$ cat config.mk
export PLATFORM = sky130hd
export DESIGN_NAME = stopwatch_bcd
export DESIGN_NICKNAME = d
export VERILOG_FILES = /design/src/rtl/stopwatch_bcd.sv
export SDC_FILE = /design/constraint.sdc
export NUM_CORES = 1
export LEC_CHECK = 0
export CORE_ASPECT_RATIO = 1.75
export CORE_UTILIZATION = 50
export CTS_CLUSTER_DIAMETER = 100
export DETAILED_ROUTE_END_ITERATION = 8
export DONT_BUFFER_PORTS = 1
export GPL_ROUTABILITY_DRIVEN = 0
export GPL_TIMING_DRIVEN = 0
export PLACE_DENSITY = 0.67
export SLEW_MARGIN = 15
export SYNTH_ARGS = -nofsm -noshare
export SYNTH_HDL_FRONTEND = slang
export SYNTH_SLANG_ARGS = --single-unit
$ cat constraint.sdc
create_clock -name clk -period 2.6 [get_ports clk]
set_input_delay 0.52 -clock clk [delete_from_list [all_inputs] [get_ports clk]]
set_output_delay 0.52 -clock clk [all_outputs]
set_load 0.1 [all_outputs]
$ cat src/rtl/stopwatch_bcd.sv
// stopwatch_bcd: MM:SS BCD stopwatch advanced by an asynchronous divided tick.
// tick_in is synchronized and edge-detected; start_stop toggles IDLE/RUN/PAUSE;
// clear forces IDLE and zeroes the time and prescaler; rollover pulses on
// the 59:59 -> 00:00 wrap.
module stopwatch_bcd #(
  parameter int unsigned TICKS_PER_SEC = 1  // tick_in rises per second, 1..255
) (
  input  logic       clk,
  input  logic       rst,         // asynchronous, active low
  input  logic       tick_in,     // asynchronous to clk
  input  logic       start_stop,
  input  logic       clear,
  output logic [3:0] sec_ones,
  output logic [3:0] sec_tens,
  output logic [3:0] min_ones,
  output logic [3:0] min_tens,
  output logic       running,
  output logic       rollover
);

  typedef enum logic [1:0] {
    S_IDLE  = 2'd0,
    S_RUN   = 2'd1,
    S_PAUSE = 2'd2
  } state_e;

  localparam logic [7:0] PRESC_MAX = 8'(TICKS_PER_SEC - 1);

  state_e     state_q, state_d;
  logic       tick_s1_q, tick_s1_d;
  logic       tick_s2_q, tick_s2_d;
  logic       tick_prev_q, tick_prev_d;
  logic       ss_prev_q, ss_prev_d;
  logic       clr_prev_q, clr_prev_d;
  logic [7:0] presc_q, presc_d;
  logic [3:0] sec_ones_q, sec_ones_d;
  logic [3:0] sec_tens_q, sec_tens_d;
  logic [3:0] min_ones_q, min_ones_d;
  logic [3:0] min_tens_q, min_tens_d;
  logic       running_q, running_d;
  logic       rollover_q, rollover_d;

  logic tick_pulse;
  logic ss_edge;
  logic clr_edge;

  assign tick_pulse = tick_s2_q & ~tick_prev_q;
  assign ss_edge    = start_stop & ~ss_prev_q;
  assign clr_edge   = clear & ~clr_prev_q;

  // Next-state: synchronizer/edge shift, FSM transitions, prescaler and BCD carry chain.
  always_comb begin
    // NOTE: every signal gets its hold value first so no path leaves one unassigned (no latches).
    state_d     = state_q;
    presc_d     = presc_q;
    sec_ones_d  = sec_ones_q;
    sec_tens_d  = sec_tens_q;
    min_ones_d  = min_ones_q;
    min_tens_d  = min_tens_q;
    rollover_d  = 1'b0;
    tick_s1_d   = tick_in;
    tick_s2_d   = tick_s1_q;
    tick_prev_d = tick_s2_q;
    ss_prev_d   = start_stop;
    clr_prev_d  = clear;

    if (clr_edge) begin
      // Clear wins over a coincident start_stop edge or tick pulse.
      state_d    = S_IDLE;
      presc_d    = 8'd0;
      sec_ones_d = 4'd0;
      sec_tens_d = 4'd0;
      min_ones_d = 4'd0;
      min_tens_d = 4'd0;
    end else begin
      // Counting keys off the pre-transition state: a tick coincident with
      // RUN->PAUSE counts, one coincident with IDLE/PAUSE->RUN does not.
      if (state_q == S_RUN && tick_pulse) begin
        if (presc_q >= PRESC_MAX) begin
          presc_d = 8'd0;
          // Comparisons use >= so a corrupted digit still wraps back into range.
          if (sec_ones_q >= 4'd9) begin
            sec_ones_d = 4'd0;
            if (sec_tens_q >= 4'd5) begin
              sec_tens_d = 4'd0;
              if (min_ones_q >= 4'd9) begin
                min_ones_d = 4'd0;
                if (min_tens_q >= 4'd5) begin
                  min_tens_d = 4'd0;
                  rollover_d = 1'b1;
                end else begin
                  min_tens_d = min_tens_q + 4'd1;
                end
              end else begin
                min_ones_d = min_ones_q + 4'd1;
              end
            end else begin
              sec_tens_d = sec_tens_q + 4'd1;
            end
          end else begin
            sec_ones_d = sec_ones_q + 4'd1;
          end
        end else begin
          presc_d = presc_q + 8'd1;
        end
      end

      if (ss_edge) begin
        unique case (state_q)
          S_IDLE:  state_d = S_RUN;
          S_RUN:   state_d = S_PAUSE;
          S_PAUSE: state_d = S_RUN;
          default: state_d = S_IDLE;
        endcase
      end
    end

    // Registered copy of "in RUN" so running tracks state_q exactly.
    running_d = (state_d == S_RUN);
  end

  // State register: all flops cleared asynchronously by rst.
  always_ff @(posedge clk or negedge rst) begin
    if (!rst) begin
      state_q     <= S_IDLE;
      tick_s1_q   <= 1'b0;
      tick_s2_q   <= 1'b0;
      tick_prev_q <= 1'b0;
      ss_prev_q   <= 1'b0;
      clr_prev_q  <= 1'b0;
      presc_q     <= 8'd0;
      sec_ones_q  <= 4'd0;
      sec_tens_q  <= 4'd0;
      min_ones_q  <= 4'd0;
      min_tens_q  <= 4'd0;
      running_q   <= 1'b0;
      rollover_q  <= 1'b0;
    end else begin
      // NOTE: non-blocking so every flop samples pre-edge values, like real registers.
      state_q     <= state_d;
      tick_s1_q   <= tick_s1_d;
      tick_s2_q   <= tick_s2_d;
      tick_prev_q <= tick_prev_d;
      ss_prev_q   <= ss_prev_d;
      clr_prev_q  <= clr_prev_d;
      presc_q     <= presc_d;
      sec_ones_q  <= sec_ones_d;
      sec_tens_q  <= sec_tens_d;
      min_ones_q  <= min_ones_d;
      min_tens_q  <= min_tens_d;
      running_q   <= running_d;
      rollover_q  <= rollover_d;
    end
  end

  assign sec_ones = sec_ones_q;
  assign sec_tens = sec_tens_q;
  assign min_ones = min_ones_q;
  assign min_tens = min_tens_q;
  assign running  = running_q;
  assign rollover = rollover_q;

endmodule

Yosys cells after proc, flatten, opt, wreduce, memory -nomap -nowiden
Index checks and enable logic that the tools add are counted.
{"block": "word_totals", "reg_bits": 33, "elab_cells": 79}
{"block": "op_classes", "addsub": 5, "n_lt_le_gt_ge": 5, "eq_ne": 3, "mux": 35, "bitwise": 6, "n_reduce_logical": 12}
{"op": "two-way mux 4 bit", "n": 22}
{"op": "two-way mux 8 bit", "n": 3}
{"op": "adder 4 x 1 -> 4 bit, second input constant", "n": 4}
{"op": "nonzero test 2 bit", "n": 5}
{"op": "adder 8 x 1 -> 8 bit, second input constant", "n": 1}
{"op": ">= comparator 4 x 3 -> 1 bit, second input constant", "n": 2}
{"op": ">= comparator 4 bit, second input constant", "n": 2}
{"op": ">= comparator 8 x 1 -> 1 bit, second input constant", "n": 1}
{"op": "two-way mux 1 bit", "n": 7}
{"op": "AND reduction 5 bit", "n": 1}
{"op": "== test 2 x 1 -> 1 bit, second input constant", "n": 2}
{"op": "two-way mux 2 bit", "n": 2}
{"op": "one-hot mux 2 bit (2 select lines)", "n": 1}
{"op": "AND reduction 4 bit", "n": 1}
{"op": "bitwise AND 1 bit", "n": 3}
{"op": "NOT 1 bit", "n": 3}
{"op": "AND reduction 3 bit", "n": 1}
{"op": "== test 2 bit, second input constant", "n": 1}
{"op": "logical NOT 2 bit", "n": 1}
{"op": "AND reduction 2 bit", "n": 1}
{"op": "OR reduction 2 bit", "n": 1}
{"op": "logical AND 1 bit", "n": 1}

Longest topological paths before layout
Gate-level depths: netlist of the first run.
{"block": "depth", "ltp_word": 8, "mapped_depth": 7, "mapped_depth_nobuf": 6}

Worst setup path after synthesis of the first run
No wires, ideal clock.
{"block": "synth_timing", "path_kind": "register -> register", "startpoint": "register sec_ones_q[1] (netlist: sec_ones[1])", "endpoint": "register min_ones_q[3] (netlist: min_ones[3])", "setup_ns": 0.123, "t_arrival_ns": 2.377, "required_time_ns": 2.477, "setup_slack_ns": 0.100, "stages_incl_launch_ff": 8, "path_buffers": 1, "synth_period_minus_slack_ns": 2.500, "cell_sequence": "dfrtp_1 > inv_1 > ha_1 > or3b_4 > a31oi_4 > buf_6 > nor2_4 > a32o_1"}
{"block": "synth_via", "elab_chain_cells": 3}
{"item": "start, declared", "line": "36", "source": "logic [3:0] sec_ones_q, sec_ones_d;"}
{"item": "start signal, assigned", "line": "147", "source": "sec_ones_q <= sec_ones_d;"}
{"item": ">= comparator 4 bit", "line": "82", "source": "if (sec_ones_q >= 4'd9) begin"}
{"item": "nonzero test 2 bit (no line)"}
{"item": "AND reduction 4 bit (no line)"}
{"item": "end signal, assigned", "line": "149", "source": "min_ones_q <= min_ones_d;"}
{"item": "end, declared", "line": "38", "source": "logic [3:0] min_ones_q, min_ones_d;"}
Every way passes these cells.
A chain may end at the register's enable or synchronous reset.

Worst setup path in the final report of the first run
{"block": "layout_timing", "startpoint": "register min_ones_q[0] (netlist: min_ones[0])", "endpoint": "register min_tens_q[2] (netlist: min_tens[2])"}
{"block": "layout_via", "elab_chain_cells": 3}
{"item": ">= comparator 4 bit", "line": "86", "source": "if (min_ones_q >= 4'd9) begin"}
{"item": "nonzero test 2 bit (no line)"}
{"item": "AND reduction 5 bit (no line)"}
{"item": "end signal, assigned", "line": "150", "source": "min_tens_q <= min_tens_d;"}
{"item": "end, declared", "line": "39", "source": "logic [3:0] min_tens_q, min_tens_d;"}
Every way passes these cells.

==> impl_metrics.json, run 1 <==
{
  "first_iter_violations": 23,
  "ys_types": 40,
  "post-route-util": 0.581,
  "hold_viol": 0,
  "grt_pass1_vias": 873,
  "rows": 24,
  "cp_data_arrival_time_ns": 2.65,
  "syn_nets": 138,
  "worstSetupPathType": "flop to flop",
  "synthXorXnorAreaFrac": 0.00646,
  "cts.reportedPaths.clkPinSlew_ns": 0.09,
  "vias_per_cell": 5.84,
  "cts_tree": "yes",
  "drc_errors": 0,
  "ctsHtreeMaxLevel": 1,
  "overflow": 0,
  "syn_to_final_growth_pct": 8.03,
  "ant_nets": 0,
  "crit_fanout": 8,
  "grt_max_degree": 26,
  "rr_startpoint": "min_ones[0]",
  "cts_buffer_depth": 2,
  "r2r_cells": 6,
  "core-area_um2": 2520,
  "totalWireLength_um": 2300,
  "layout-drive-gt1-share": 0.198,
  "synth_area_per_cell_um2": 11.2,
  "instances_no_fill": 152,
  "fin_area_um2": 1470,
  "initial_core_util": 0.538,
  "outcome": "finished clean",
  "relSlewSlack": 0.295,
  "fp.dieW_um": 41.4,
  "synth_cells": 121,
  "cts_setup_buffers": 0,
  "cts_sinks": 25,
  "pin_count": 23,
  "yosys_warnings": 0,
  "fin_tns_setup_ns": 0,
  "vias": 888,
  "clockRootBuffer": "clkbuf_8",
  "grtUsageTotal": 0.182,
  "ys_seq_elements": 25,
  "cts_buffers": 3,
  "synth-main-ff-cell": "dfrtp_1",
  "fillCellCount": 237,
  "synth_area_leaders": "dfrtp_1 46%, ha_1 11%, mux2i_1 3.7%, inv_1 3.6%, nand2_1 2.5%",
  "firstDrtPassIters": 2,
  "synth_top_family_by_area": "simple AND/OR/NAND/NOR gates",
  "num_antenna_cells": 0,
  "antenna_found_initial": 0,
  "dp_hpwl_um": 1760,
  "place_area_um2": 1390,
  "period_needed_ns": 2.50,
  "setup-violations-final": 0,
  "nets": 144,
  "seq_area_frac_synth": 0.461,
  "slew_viol_final": 0,
  "synth-compound-area-share": 0.159,
  "yosys.area_share.adder": 0.111,
  "synth-simple-area-share": 0.171,
  "required_ns": 2.76,
  "reg2reg_setup_slack_ns": 0.10,
  "clkLatencyLatePin_ns": 0.26,
  "async_flop_share": 1.00,
  "die_y_um": 70.9,
  "post-route-period-util": 0.960,
  "rsz0062_at_grt": "no",
  "worst_r2r_endpoint": "min_tens[2]",
  "die_area_um2": 2930,
  "muxShareOfSynthArea": 0.0369,
  "start_kind": "flop",
  "worst_slew_pin_slew_ns": 1.06,
  "hold_path_class": "input port to asynchronous set/reset pin",
  "placedCellCount": 147,
  "worst_clock_skew_ns": 0.00169,
  "synth_top_area_frac": 0.461,
  "io_buffers": 0,
  "synth_edf_count": 0,
  "syn-cell-area_um2": 1360,
  "max_freq_mhz": 400,
  "cp-end-kind": "flop",
  "routedWlPerCell_um": 15.1,
  "grt_pass1_wl_um": 3800,
  "yosys.area.top_type": "dfrtp_1",
  "maxCapViolations": 0
}
[sequential cells by signal (all words and copies together), names as in the netlist, 2 cells and up]
name,flops
state_q,2
sec_ones,4
min_ones,4
sec_tens,4
min_tens,4
[worst max-delay path by stage]
| stage | from | slack, ns | endpoint |
|---|---|---|---|
| floorplan | sec_ones[1] | 0.1 | min_ones[3] |
| global placement | sec_ones[1] | -0.02 | min_ones[2] |
| detailed placement | sec_ones[1] | -0.04 | min_ones[3] |
| CTS | sec_ones[0] | 0.03 | min_tens[2] |
| global route | sec_tens[0] | 0.02 | min_tens[2] |
| finish | min_ones[0] | 0.10 | min_tens[2] |
[placed cells by master (no fill, tap or decap), types with 2 or more instances in the layout]
master / netlist / final
buf_6: 2 / 2
nand2b_1: 4 / 4
inv_1: 13 / 13
dfrtp_2: 0 / 6
ha_1: 12 / 12
nor2_1: 6 / 6
nand4_1: 2 / 2
nand2_1: 9 / 9
o21ai_0: 6 / 6
nand3_1: 2 / 2
a21oi_1: 4 / 4
dfrtp_1: 25 / 19
a32o_1: 3 / 3
a211o_2: 2 / 2
mux2i_1: 5 / 5
clkbuf_8: 0 / 3
[worst max-delay path: stages, from the launching register on]
cell and delay, ns:
dfrtp_1 1.02, inv_1 0.15, ha_1 0.25, or3b_1 0.22
a21oi_4 0.11, a2111o_1 0.44, a32o_1 0.20
[stage by stage]
step / worst slack (ns) / hold WS (ns)
2_1_floorplan: 0.0997 / 0.224
3_3_place_gp: -0.0162 / 0.225
3_5_place_dp: -0.0444 / 0.225
4_1_cts: 0.0340 / 0.0556
5_1_grt: 0.0156 / 0.0539
6_report: 0.103 / 0.0581
[Yosys cell counts, types with 2 or more instances]
library cell	count
nor2_1	6
a21oi_1	4
o21ai_0	6
a211o_2	2
a32o_1	3
dfrtp_1	25
nand4_1	2
nand2b_1	4
buf_6	2
mux2i_1	5
nand2_1	9
inv_1	13
ha_1	12
nand3_1	2
[per-layer routing]
metal / global-route usage / vias up / wire length, um
met5: 0 / - / 0
met4: 0.0538 / 0 / 21
met3: 0.0313 / 2 / 91
met2: 0.311 / 15 / 1240
met1: 0.218 / 438 / 943
li1: - / 433 / -
[area by class of cell]
class | count | area [um2] | area share
plain buffers | 3 | 26.3 | 0.0179
clock buffers | 3 | 41.3 | 0.0282
clock inverters | 1 | 7.51 | 0.00512
inverters | 13 | 48.8 | 0.0333
multi-input cells | 80 | 656 | 0.447
flip-flops and latches | 25 | 633 | 0.432
well taps | 26 | 32.5 | 0.0222
repair buffers | 1 | 20.0 | 0.0137
[logic make-up (layout without fill, tap and decap cells)]
logic type                 count (synthesis)  in the layout
and+or+nand+nor                           37             37
DFF                                       25             25
buffers and inverters                     16             21
muxes                                      5              5
AOI/OAI and AO/OA                         25             25
xor gates and xnor gates                   1              1
adders and majority gates                 12             12
[repair_timing]
item	4_1_cts	5_1_grt
hold endpoints to repair	25	0
gates cloned	0	0
setup endpoints to repair	4	6
hold buffers	1	0
gates resized for setup	3	3
Power of run 1 is left out: the tool's default activity adds up to more than one toggle a clock period on the data nets, which glitch-free logic cannot reach.
==> run 2: changes to the inputs <==
--- a/config.mk
+++ b/config.mk
@@ -7,12 +7,13 @@
 export LEC_CHECK = 0
 export CORE_ASPECT_RATIO = 1.75
 export CORE_UTILIZATION = 50
-export CTS_CLUSTER_DIAMETER = 100
+export CTS_CLUSTER_DIAMETER = 50
 export DETAILED_ROUTE_END_ITERATION = 8
 export DONT_BUFFER_PORTS = 1
 export GPL_ROUTABILITY_DRIVEN = 0
 export GPL_TIMING_DRIVEN = 0
 export PLACE_DENSITY = 0.67
+export REMOVE_ABC_BUFFERS = 1
 export SLEW_MARGIN = 15
 export SYNTH_ARGS = -nofsm -noshare
 export SYNTH_HDL_FRONTEND = slang
==> run 2 against run 1 <==
Utilization down 1.1 points. Hold slack worse by 0.010 ns. Final cell count down 2.0%. Maximum frequency up 1.4%.
==> impl_metrics.json, run 2 (synthesis results as in run 1) <==
{
  "outcome": "finished clean",
  "cp-startpoint": "sec_tens[0]",
  "routedWlPerCell_um": 15.8,
  "clockRootBuffer": "clkbuf_8",
  "layout-drive-gt1-share": 0.195,
  "grt_pass1_wl_um": 3950,
  "grtUsageTotal": 0.193,
  "place_area_um2": 1360,
  "fin_tns_setup_ns": 0,
  "cts.reportedPaths.clkPinSlew_ns": 0.08,
  "io_buffers": 0,
  "rsz0062_at_grt": "no",
  "setup-violations-final": 0,
  "max_freq_mhz": 406,
  "rows": 24,
  "hold_viol": 0,
  "grt_pass1_vias": 939,
  "maxCapViolations": 0,
  "drc_errors": 0,
  "critPathSlowestCell": "dfrtp_1",
  "vias_per_cell": 5.89,
  "multi_input_area_um2": 656,
  "cts_sinks": 25,
  "grt_max_degree": 26,
  "slew_viol_final": 0,
  "crit_cells": 5,
  "initial_core_util": 0.538,
  "holdWs_ns": 0.0477,
  "worst_r2r_endpoint": "min_tens[2]",
  "r2r_cells": 5,
  "clkLatencyLatePin_ns": 0.27,
  "layout_commonest_cell": "dfrtp_1",
  "fp.dieW_um": 41.4,
  "core-area_um2": 2520,
  "vias": 878,
  "crit_chain": "ha_1 > nand2b_1 > a211oi_4 > nor3_2 > a32o_1",
  "dp_hpwl_um": 1780,
  "endpoint": "min_tens[2]",
  "hold_path_class": "input port to asynchronous set/reset pin",
  "crit_buf_inv": 0,
  "path_delay_family": "flip-flops",
  "first_iter_violations": 14,
  "mostFrequentLayoutCells": "18 x dfrtp_1, 13 x inv_1, 12 x ha_1",
  "relSlewSlack": 0.294,
  "required_ns": 2.77,
  "die_y_um": 70.9,
  "worst_slew_pin_slew_ns": 1.06,
  "cp-end-kind": "flop",
  "antenna_found_initial": 0,
  "firstDrtPassIters": 3,
  "worst_clock_skew_ns": 0.00158,
  "start_kind": "flop",
  "syn_to_final_growth_pct": 6.00,
  "worstSetupPathType": "flop to flop",
  "cts_setup_buffers": 0,
  "num_antenna_cells": 0,
  "cts_buffer_depth": 2,
  "reg2reg_setup_slack_ns": 0.14,
  "overflow": 0,
  "totalWireLength_um": 2350,
  "pin_count": 23,
  "period_needed_ns": 2.46,
  "cts_tree": "yes",
  "crit_fanout": 9,
  "die_area_um2": 2930,
  "ctsHtreeMaxLevel": 1,
  "cts_buffers": 3,
  "fillCellCount": 240,
  "slowest_delay_ns": 0.79,
  "nets": 141,
  "seqCellArea_um2": 634,
  "cp_data_arrival_time_ns": 2.63,
  "post-route-period-util": 0.947,
  "fin_area_um2": 1440,
  "rr_startpoint": "sec_tens[0]",
  "post-route-util": 0.570,
  "ant_nets": 0
}
## run 2: through the flow
stage	worst slack (ns)	cells
floorplan	0.0364	118
global placement	-0.141	144
detailed placement	-0.165	144
CTS	0.0259	149
global route	0.0250	149
finish	0.137	149
## run 2: worst min path at each step
stage / to / depth (start not counted)
global route: min_tens[3] / 1
global placement: sec_tens[3] / 0
detailed placement: sec_tens[3] / 0
finish: min_tens[3] / 1
floorplan: clr_prev_q / 0
CTS: min_tens[3] / 1
## run 2: worst register-to-register path, cell delays in order, from the launching register on
cell and delay [ns]:
dfrtp_1 0.79, ha_1 0.42, nand2b_1 0.20, a211oi_4 0.53, nor3_2 0.17, a32o_1 0.25
## run 2: per-layer routing
| layer | vias up | global-route usage | routed length, um |
|---|---|---|---|
| met4 | 0 | 0.0789 | 46 |
| met3 | 4 | 0.0502 | 110 |
| met2 | 19 | 0.321 | 1260 |
| met1 | 434 | 0.217 | 938 |
| met5 | - | 0 | 0 |
| li1 | 421 | - | - |
## run 2: cell type report
type	count	area share
timing repair buffer	1	0.0139
clock buffer	3	0.0287
tap	26	0.0226
clock inverter	1	0.00348
inverter	13	0.0339
multi-input combinational	80	0.456
sequential	25	0.441
## run 2: what timing repair did
item	in CTS	in global routing
endpoints found under the hold margin	25	0
hold buffers	1	0
setup endpoints to repair	9	5
gates resized for setup	4	3
Power of run 2 is left out for the same reason.
